$ cat config.mk
export PLATFORM = sky130hd
export DESIGN_NAME = serial_to_parallel_multilane
export DESIGN_NICKNAME = d
export VERILOG_FILES = /design/src/rtl/sd_rx_pkg.sv /design/src/rtl/crc16_lane.sv /design/src/rtl/serial_to_parallel_multilane.sv
export SDC_FILE = /design/constraint.sdc
export NUM_CORES = 1
export LEC_CHECK = 0
export ABC_AREA = 1
export BUFFER_PORTS_ARGS = -buffer_cell sky130_fd_sc_hd__buf_2
export CAP_MARGIN = 15
export CORE_UTILIZATION = 50
export CTS_CLUSTER_DIAMETER = 100
export DETAILED_ROUTE_END_ITERATION = 10
export GPL_ROUTABILITY_DRIVEN = 0
export HOLD_SLACK_MARGIN = 0.03
export PLACE_DENSITY_LB_ADDON = 0.3
export SETUP_SLACK_MARGIN = 0.3
export SLEW_MARGIN = 20
export SYNTH_ARGS = -nofsm -noshare
export SYNTH_HDL_FRONTEND = slang
export SYNTH_HIERARCHICAL = 1
export SYNTH_SLANG_ARGS = --single-unit
$ cat constraint.sdc
create_clock -name Clock -period 3.55 [get_ports Clock]
set_clock_uncertainty 0.1 [all_clocks]
set_input_delay 0.1775 -clock Clock [delete_from_list [all_inputs] [get_ports Clock]]
set_output_delay 0.1775 -clock Clock [all_outputs]
set_load 0.03 [all_outputs]
$ cat src/rtl/sd_rx_pkg.sv
// Shared definitions for the multi-lane serial receiver: state encoding,
// CRC16-CCITT constants and the single-bit CRC update used by every lane.
package sd_rx_pkg;

   typedef enum logic [2:0] {
      ST_IDLE       = 3'd0,
      ST_WAIT_START = 3'd1,
      ST_DATA       = 3'd2,
      ST_CRC        = 3'd3,
      ST_END        = 3'd4,
      ST_DONE       = 3'd5
   } rx_state_e;

   localparam logic [15:0] CRC16_POLY = 16'h1021;
   localparam int          CRC_LEN    = 16;

   // One MSB-first step of CRC16-CCITT: shift left, fold the polynomial in
   // when the outgoing bit differs from the incoming data bit.
   function automatic logic [15:0] crc16_step(input logic [15:0] crc, input logic data_bit);
      logic fb;
      fb = crc[15] ^ data_bit;
      crc16_step = {crc[14:0], 1'b0} ^ (fb ? CRC16_POLY : 16'h0000);
   endfunction

endpackage

$ cat src/rtl/crc16_lane.sv
// Serial CRC16-CCITT accumulator for one lane. Clear has priority over enable.
module crc16_lane
   import sd_rx_pkg::*;
(
   input  logic        clk_i,
   input  logic        rst_ni,
   input  logic        clr_i,
   input  logic        en_i,
   input  logic        data_i,
   output logic [15:0] crc_o
);

   logic [15:0] crc_q;
   logic [15:0] crc_d;

   // Next remainder: clear, absorb one data bit, or hold.
   always_comb begin
      crc_d = crc_q;
      if (clr_i) begin
         crc_d = 16'h0000;
      end else if (en_i) begin
         crc_d = crc16_step(crc_q, data_i);
      end else begin
         crc_d = crc_q;
      end
   end

   // Remainder register.
   always_ff @(posedge clk_i or negedge rst_ni) begin
      if (!rst_ni) begin
         crc_q <= 16'h0000;
      end else begin
         crc_q <= crc_d;
      end
   end

   assign crc_o = crc_q;

endmodule

$ cat src/rtl/serial_to_parallel_multilane.sv
// Framed multi-lane serial receiver: start bit, payload shifted into a
// right-justified parallel register, optional per-lane CRC16, end bit.
// All outputs are driven straight from registers.
module serial_to_parallel_multilane
   import sd_rx_pkg::*;
#(
   parameter int WIDTH  = 64,
   parameter int LANES  = 1,
   parameter int CNT_W  = 8,
   parameter int CRC_EN = 1
) (
   input  logic             Clock,
   input  logic             Reset,
   input  logic             Enable,
   input  logic [LANES-1:0] serial,
   input  logic [CNT_W-1:0] framesize,
   input  logic [15:0]      timeout,
   output logic             busy,
   output logic             complete,
   output logic             crc_error,
   output logic             frame_error,
   output logic             timeout_error,
   output logic [WIDTH-1:0] parallel
);

   localparam logic [CNT_W-1:0] LANES_C  = CNT_W'(LANES);
   localparam logic [CNT_W-1:0] WIDTH_C  = CNT_W'(WIDTH);
   // LANES is a power of two, so rounding down is a mask of the low bits.
   localparam logic [CNT_W-1:0] LEN_MASK = ~(LANES_C - CNT_W'(1));

   rx_state_e              state_q, state_d;
   logic [CNT_W-1:0]       len_q, len_d;
   logic [15:0]            timeout_q, timeout_d;
   logic [15:0]            wait_cnt_q, wait_cnt_d;
   logic [CNT_W-1:0]       bit_cnt_q, bit_cnt_d;
   logic [4:0]             crc_cnt_q, crc_cnt_d;
   logic [LANES-1:0][15:0] rx_crc_q, rx_crc_d;
   logic [WIDTH-1:0]       par_q, par_d;
   logic                   busy_q, busy_d;
   logic                   complete_q, complete_d;
   logic                   crc_err_q, crc_err_d;
   logic                   frame_err_q, frame_err_d;
   logic                   timeout_err_q, timeout_err_d;

   logic [CNT_W-1:0]       eff_len_s;
   logic                   bad_size_s;
   logic                   data_last_s;
   logic                   crc_mismatch_s;
   logic                   crc_clr_s;
   logic                   crc_en_s;
   logic [LANES-1:0][15:0] crc_calc_s;

   assign eff_len_s   = framesize & LEN_MASK;
   assign bad_size_s  = (eff_len_s == '0) || (framesize > WIDTH_C);
   assign data_last_s = ({1'b0, bit_cnt_q} + {1'b0, LANES_C}) >= {1'b0, len_q};
   // Lane CRCs restart while idle and only absorb payload bits.
   assign crc_clr_s   = (state_q == ST_IDLE);
   assign crc_en_s    = (state_q == ST_DATA);

   for (genvar g = 0; g < LANES; g++) begin : g_lane
      crc16_lane u_crc (
         .clk_i  (Clock),
         .rst_ni (Reset),
         .clr_i  (crc_clr_s),
         .en_i   (crc_en_s),
         .data_i (serial[g]),
         .crc_o  (crc_calc_s[g])
      );
   end

   // Compare every lane's received CRC (last bit still on the wire) with its computed one.
   always_comb begin
      crc_mismatch_s = 1'b0;
      for (int l = 0; l < LANES; l++) begin
         crc_mismatch_s = crc_mismatch_s |
                          ({rx_crc_q[l][14:0], serial[l]} != crc_calc_s[l]);
      end
   end

   // Next-state, counters, data path and flag updates.
   always_comb begin
      state_d       = state_q;
      len_d         = len_q;
      timeout_d     = timeout_q;
      wait_cnt_d    = wait_cnt_q;
      bit_cnt_d     = bit_cnt_q;
      crc_cnt_d     = crc_cnt_q;
      rx_crc_d      = rx_crc_q;
      par_d         = par_q;
      crc_err_d     = crc_err_q;
      frame_err_d   = frame_err_q;
      timeout_err_d = timeout_err_q;

      case (state_q)
         ST_IDLE: begin
            if (Enable) begin
               len_d         = eff_len_s;
               timeout_d     = timeout;
               wait_cnt_d    = 16'd0;
               bit_cnt_d     = '0;
               crc_cnt_d     = 5'd0;
               par_d         = '0;
               crc_err_d     = 1'b0;
               frame_err_d   = 1'b0;
               timeout_err_d = 1'b0;
               if (bad_size_s) begin
                  frame_err_d = 1'b1;
                  state_d     = ST_DONE;
               end else begin
                  state_d = ST_WAIT_START;
               end
            end else begin
               state_d = ST_IDLE;
            end
         end
         ST_WAIT_START: begin
            if (!Enable) begin
               state_d = ST_IDLE;
            end else if (serial == '0) begin
               state_d = ST_DATA;
            end else begin
               wait_cnt_d = wait_cnt_q + 16'd1;
               if ((timeout_q != 16'd0) && (wait_cnt_d == timeout_q)) begin
                  timeout_err_d = 1'b1;
                  state_d       = ST_DONE;
               end else begin
                  state_d = ST_WAIT_START;
               end
            end
         end
         ST_DATA: begin
            if (!Enable) begin
               state_d = ST_IDLE;
            end else begin
               par_d     = {par_q[WIDTH-LANES-1:0], serial};
               bit_cnt_d = bit_cnt_q + LANES_C;
               if (data_last_s) begin
                  state_d = (CRC_EN != 0) ? ST_CRC : ST_END;
               end else begin
                  state_d = ST_DATA;
               end
            end
         end
         ST_CRC: begin
            if (!Enable) begin
               state_d = ST_IDLE;
            end else begin
               for (int l = 0; l < LANES; l++) begin
                  rx_crc_d[l] = {rx_crc_q[l][14:0], serial[l]};
               end
               crc_cnt_d = crc_cnt_q + 5'd1;
               if (crc_cnt_q == 5'(CRC_LEN - 1)) begin
                  crc_err_d = crc_mismatch_s;
                  state_d   = ST_END;
               end else begin
                  state_d = ST_CRC;
               end
            end
         end
         ST_END: begin
            if (!Enable) begin
               state_d = ST_IDLE;
            end else begin
               if (serial != '1) begin
                  frame_err_d = 1'b1;
               end else begin
                  frame_err_d = frame_err_q;
               end
               state_d = ST_DONE;
            end
         end
         ST_DONE: begin
            state_d = ST_IDLE;
         end
         default: begin
            state_d = ST_IDLE;
         end
      endcase

      // DONE is always a single-cycle state, so entering it is the pulse.
      busy_d     = (state_d != ST_IDLE);
      complete_d = (state_d == ST_DONE);
   end

   // State, counters and output registers.
   always_ff @(posedge Clock or negedge Reset) begin
      if (!Reset) begin
         state_q       <= ST_IDLE;
         len_q         <= '0;
         timeout_q     <= 16'd0;
         wait_cnt_q    <= 16'd0;
         bit_cnt_q     <= '0;
         crc_cnt_q     <= 5'd0;
         rx_crc_q      <= '0;
         par_q         <= '0;
         busy_q        <= 1'b0;
         complete_q    <= 1'b0;
         crc_err_q     <= 1'b0;
         frame_err_q   <= 1'b0;
         timeout_err_q <= 1'b0;
      end else begin
         state_q       <= state_d;
         len_q         <= len_d;
         timeout_q     <= timeout_d;
         wait_cnt_q    <= wait_cnt_d;
         bit_cnt_q     <= bit_cnt_d;
         crc_cnt_q     <= crc_cnt_d;
         rx_crc_q      <= rx_crc_d;
         par_q         <= par_d;
         busy_q        <= busy_d;
         complete_q    <= complete_d;
         crc_err_q     <= crc_err_d;
         frame_err_q   <= frame_err_d;
         timeout_err_q <= timeout_err_d;
      end
   end

   assign busy          = busy_q;
   assign complete      = complete_q;
   assign crc_error     = crc_err_q;
   assign frame_error   = frame_err_q;
   assign timeout_error = timeout_err_q;
   assign parallel      = par_q;

endmodule

==> After elaboration in Yosys (flattened, before gate mapping) <==
Index checks and enable logic that the tools add are counted.
Widths: inputs -> output; s select.
{ "classes": {"n_shift": 0, "div": 0, "bitwise": 2, "add_sub_neg": 4, "n_reduce_logical": 18, "n_lt_le_gt_ge": 2, "eq_ne": 17, "muxes": 40, "n_mul": 0} }
{ "ops": {"columns": ["operator", "count"], "rows": [
  ["$mux 64", 2],
  ["$pmux 64 s2", 1],
  ["$mux 16", 5],
  ["$pmux 16 s2", 1],
  ["$mux 3", 8],
  ["$ne 2x2->1 const B", 9],
  ["$add 16x1->16 const B", 1],
  ["$eq 16x16->1", 1],
  ["$mux 8", 2],
  ["$ne 16x16->1", 1],
  ["$pmux 8 s2", 1],
  ["$reduce_bool 16->1", 1],
  ["$xor 16x16->16", 1],
  ["$pmux 3 s5", 1],
  ["$mux 13", 1],
  ["$reduce_and 4->1", 3],
  ["$mux 1", 11],
  ["$mux 5", 2],
  ["$pmux 5 s2", 1],
  ["$add 8x1->9 const B", 1],
  ["$ge 9x8->1", 1],
  ["$add 8x1->8 const B", 1],
  ["$gt 8x7->1 const B", 1],
  ["$logic_not 8->1", 1],
  ["other kinds (16)", 25]
]} }
{ "totals": {"elab_cells": 97, "input_bits": 28, "out_inout_bits": 69, "latchBits": 0, "reg_bits": 156, "mem_bits_rw": 0, "mem_count": 0, "romBits": 0} }

==> Depth between registers and ports, before layout <==
{ "logic_depth": {"ltp_word": 8, "ltp_mapped": 16, "ltp_nobuf": 16} }

==> Modules after synthesis <==
Netlist, hierarchy kept.
{ "modules_own_cells": {"columns": ["module", "n_inst", "cells_per_inst", "area_each_um2"], "rows": [
  ["serial_to_parallel_multilane", 1, 761, 6640.1],
  ["crc16_lane", 1, 69, 719.4]
]} }

==> Worst setup path before layout <==
OpenSTA, ideal clock, no wires.
{ "synth_path": {"path_kind": "register to register", "startpoint": "reg bit_cnt_q[0]", "endpoint": "reg busy_q, in the netlist busy", "setup_ps": 126, "stages_incl_launch_ff": 15, "t_required_ps": 3324, "setup_slack_ps": 1197, "path_buffers": 0, "arrival_time_ps": 2127, "path_cell_list": "dfrtp_1 > ha_1 > nand2_1 > nor4_1 > xor2_1 > ha_1 > a21oi_1 > a21boi_0 > o21ai_0 > nand2_1 > nand4_1 > nand2_1 > nand3_1 > nor2_1 > nand3_1"} }
{ "synth_via": {"elab_chain_len": 6} }
{ "synth_rtl": {"columns": ["item", "line", "text"], "rows": [
  ["start, declared", "serial_to_parallel_multilane.sv:35", "logic [CNT_W-1:0] bit_cnt_q, bit_cnt_d;"],
  ["start signal, assigned", "serial_to_parallel_multilane.sv:206", "bit_cnt_q <= bit_cnt_d;"],
  ["$add 8x1->9", "serial_to_parallel_multilane.sv:55", "assign data_last_s = ({1'b0, bit_cnt_q} + {1'b0, LANES_C}) >= {1'b0, len_q};"],
  ["$ge 9x8->1", "serial_to_parallel_multilane.sv:55", null],
  ["$mux 1", "serial_to_parallel_multilane.sv:137", "if (data_last_s) begin"],
  ["$mux 2", "serial_to_parallel_multilane.sv:132", "if (!Enable) begin"],
  ["$pmux 3 s5", "serial_to_parallel_multilane.sv:94", "case (state_q)"],
  ["named net state_d[0]", "serial_to_parallel_multilane.sv:31", "rx_state_e state_q, state_d;"],
  ["$reduce_bool 3->1", "serial_to_parallel_multilane.sv:181", "busy_d = (state_d != ST_IDLE);"],
  ["named net busy_d", "serial_to_parallel_multilane.sv:39", "logic busy_q, busy_d;"],
  ["end signal, assigned", "serial_to_parallel_multilane.sv:210", "busy_q <= busy_d;"],
  ["end, declared", "serial_to_parallel_multilane.sv:39", null]
]} }
The timed path passes the listed nets, and every way through them passes these cells.
A chain may end at the register's enable or synchronous reset.

==> Worst setup path in the final report <==
Same ends and word-level chain as after synthesis.

==> reports/metrics.cfg <==
[yosys]
synth_top_area_cell = dfrtp_1
yosys.area_share.simple_pct = 19.31
ys_types = 39
synth.net_count = 870
synth_area_sq_um = 7360
muxShareOfSynthArea_pct = 0
synthFlopType = dfrtp_1
yosysSeqAreaShare_pct = 53.04
synth-edff-count = 0
yosysWarnings = 6
synth_compound_area_share_pct = 12.95
yosys.area.top_type_share_pct = 53.04
synth-xor-area-share_pct = 3.587
syn_area_per_cell_sq_um = 8.867
ys_ff_latch = 156
synth_fa_ha_area_share_pct = 2.040
synthTopCellsByArea = dfrtp_1, nand2_1, inv_1
async_flop_share_pct = 100.0
syn_inst = 830
synth_top_family_by_area = simple AND/OR/NAND/NOR gates

[drt]
vias_per_cell = 5.223
drtIter0Drc = 443
drtPass1Iterations = 5
wl_mm = 17.04
routedWlPerCell_um = 14.92
ant_nets = 0
num_vias = 5965
drc = 0

[critical_path]
path_common_cell = nand2_1
cp_top_family = simple AND/OR/NAND/NOR gates
cp.arrival_ns = 2.89
cp-start-kind = flip-flop
slowest_stage = dfrtp_1
crit_fanout = 5
path_buf_inv = 0
endpoint_kind = flip-flop
cp_cell_sequence = ha_1 -> nand2_1 -> nor4_1 -> xor2_1 -> ha_1 -> a21oi_1 -> a21boi_0 -> o21ai_0 -> nand2_1 -> nand4_1 -> nand2_1 -> nand3_1 -> nor2_1 -> nand3_1
critPathRequiredTime_ns = 3.76
crit_type = reg -> reg
max_stage_delay_ns = 0.42

[sta]
drv_slew = 0
fmax_ghz = 0.3737
period_share_pct = 75.39
rsz0062_at_grt = no
period_minus_slack_ns = 2.676
setup_violations = 0
worst_slew_pin_slew_ns = 0.8402
fin_tns_setup_ns = 0
finalHoldViolCount = 0
max_slew_margin_pct = 43.99

[layout]
syn2layout_area_growth_pct = 20.44
drive_gt1_share_pct = 18.92
nFillCells = 1155
diodes = 0
final_nets = 989

[global_routing]
grt_overflow = 0
grt_pass1_vias = 6034
globalRouteMet1Util_pct = 32.35
grt_first_pass_wirelength_mm = 28.82
gr-max-usage-layer = met2
antenna_found_initial = 0
grt_usage_pct = 24.70
grt_max_degree = 91
grt_use_met3_pct = 6.734
met2_usage_pct = 39.39

[die]
core_area_sq_um = 14100
die_h_um = 123.3
die_area_sq_um = 15210
row_count = 43
die_x_um = 123.3
start_util_pct = 52.21
ios = 97

[cts]
cts_setup_buffers = 0
cts_resized = 0
htreeDepth = 4
clock_latency_ns = 0.43
cts_buffers = 17
cts-root-buf = clkbuf_16
clk_pin_slew_ns = 0.07
cts_tree = built
cts.sink_count = 156
cts_buffer_depth = 2

[pwr]
vdd_drop_max_uv = 402.3
power_density_nw_per_um2 = 639.4
totalPowerFinal_mw = 5.668
leakage_nw = 4.327

[run_status]
status = completed

[job]
cap_viol_max_count = 0

[min_path]
hp-class = in -> reg

[place]
portBuffers = 96
place_hpwl_mm = 11.04

[cells in the mapped netlist, types with 2 or more instances]
master,n
nand2_1,173
dfrtp_1,156
inv_1,137
o21ai_0,68
nand3_1,54
o22ai_1,51
nor2_1,34
nand4_1,18
clkbuf_1,17
xnor2_1,13
ha_1,12
xor2_1,12
nor2_2,10
o22ai_2,10
nand2_2,9
buf_2,8
a21oi_1,7
inv_2,7
o31ai_1,7
nor2_4,3
a22o_1,2
buf_6,2
nand3_2,2
nor4_1,2
xnor3_1,2
[cells in the final DEF (no fill, tap or decap), types with 12 or more instances in the layout]
| cell type | count |
|---|---|
| xor2_1 | 12 |
| nor2_1 | 33 |
| dfrtp_1 | 156 |
| inv_1 | 137 |
| nand4_1 | 18 |
| buf_2 | 95 |
| nand3_1 | 54 |
| clkbuf_16 | 17 |
| o22ai_1 | 51 |
| xnor2_1 | 13 |
| nand2_1 | 173 |
| ha_1 | 12 |
| o21ai_0 | 68 |
| dlygate4sd3_1 | 25 |
[worst reg2reg max path, cell delays in order (launching register included)]
cell      delay, ns
dfrtp_1        0.42
ha_1           0.21
nand2_1        0.08
nor4_1         0.34
xor2_1         0.23
ha_1           0.29
a21oi_1        0.15
a21boi_0       0.18
o21ai_0        0.11
nand2_1        0.06
nand4_1        0.07
nand2_1        0.06
nand3_1        0.09
nor2_1         0.11
nand3_1        0.07
[area by class of cell]
cell class	count	area [sq um]	area share [%]
multi-input combinational	503	2791	31.49
tap	180	225.2	2.541
clock inverter	12	161.4	1.821
clock buffer	20	446.7	5.040
timing repair buffer	127	794.5	8.964
inverter	144	540.5	6.098
sequential	156	3904	44.04
[registers in the layout (all words and copies together), names as in the netlist]
register and count:
parallel 64, g_lane.u_crc/crc_o 16, timeout_q 16, wait_cnt_q 16, rx_crc_q 15, bit_cnt_q 8, len_q 8, crc_cnt_q 5
state_q 3, busy 1, complete 1, crc_error 1, frame_error 1, timeout_error 1
[final timing paths]
path,startpoint,to,slack (ns),cells past startpoint
worst max-delay path,bit_cnt_q[0],busy,0.87,14
min in group asynchronous,Reset,wait_cnt_q[7],0.30,2
worst min register to register,crc_cnt_q[4],crc_cnt_q[4],0.39,2
worst max register to register,bit_cnt_q[0],busy,0.87,14
max in group asynchronous,Reset,parallel[19],2.20,3
worst min-delay path,serial,rx_crc_q[0],0.07,3
[routing by layer]
layer	part of all wire, %	up-vias
li1	-	2947
met1	47	2839
met2	46	154
met3	5.3	25
met4	1.7	0
met5	0	-
[metrics by stage]
| stage | hold WS, ns | instances | worst slack, ns | util [%] | instance area [sq um] |
|---|---|---|---|---|---|
| floorplan | -0.2181 | 830 | 1.197 | - | 7360 |
| global placement | 0.2175 | 1085 | 1.027 | 56.79 | 8005 |
| detailed placement | 0.2208 | 1085 | 0.9304 | 56.79 | 8005 |
| CTS | 0.04589 | 1142 | 0.8949 | 62.88 | 8864 |
| global route | 0.07268 | 1142 | 0.6051 | 62.88 | 8864 |
| finish | 0.07058 | 1142 | 0.8738 | 62.88 | 8864 |
[report_power, final]
| group | switching [mW] | internal, mW | leakage (nW) | total [mW] |
|---|---|---|---|---|
| Sequential | 0.200 | 2.06 | 2.11 | 2.26 |
| Combinational | 1.03 | 0.501 | 1.93 | 1.53 |
| Clock | 0.752 | 1.13 | 0.293 | 1.89 |
[cell families (layout without fill, tap and decap cells)]
family	Yosys count	count (layout)
adder cells (fa/ha/maj)	12	12
AO/OA/AOI/OAI	153	153
XOR/XNOR	27	27
flip-flops	156	156
buffers and inverters	171	303
AND/OR/NAND/NOR	311	311
[what timing repair did]
item / in CTS / in global routing
hold buffers: 25 / 0
endpoints found under the hold margin: 114 / 0
setup endpoints to repair: 0 / 0
(Power assumes the default switching activity.)
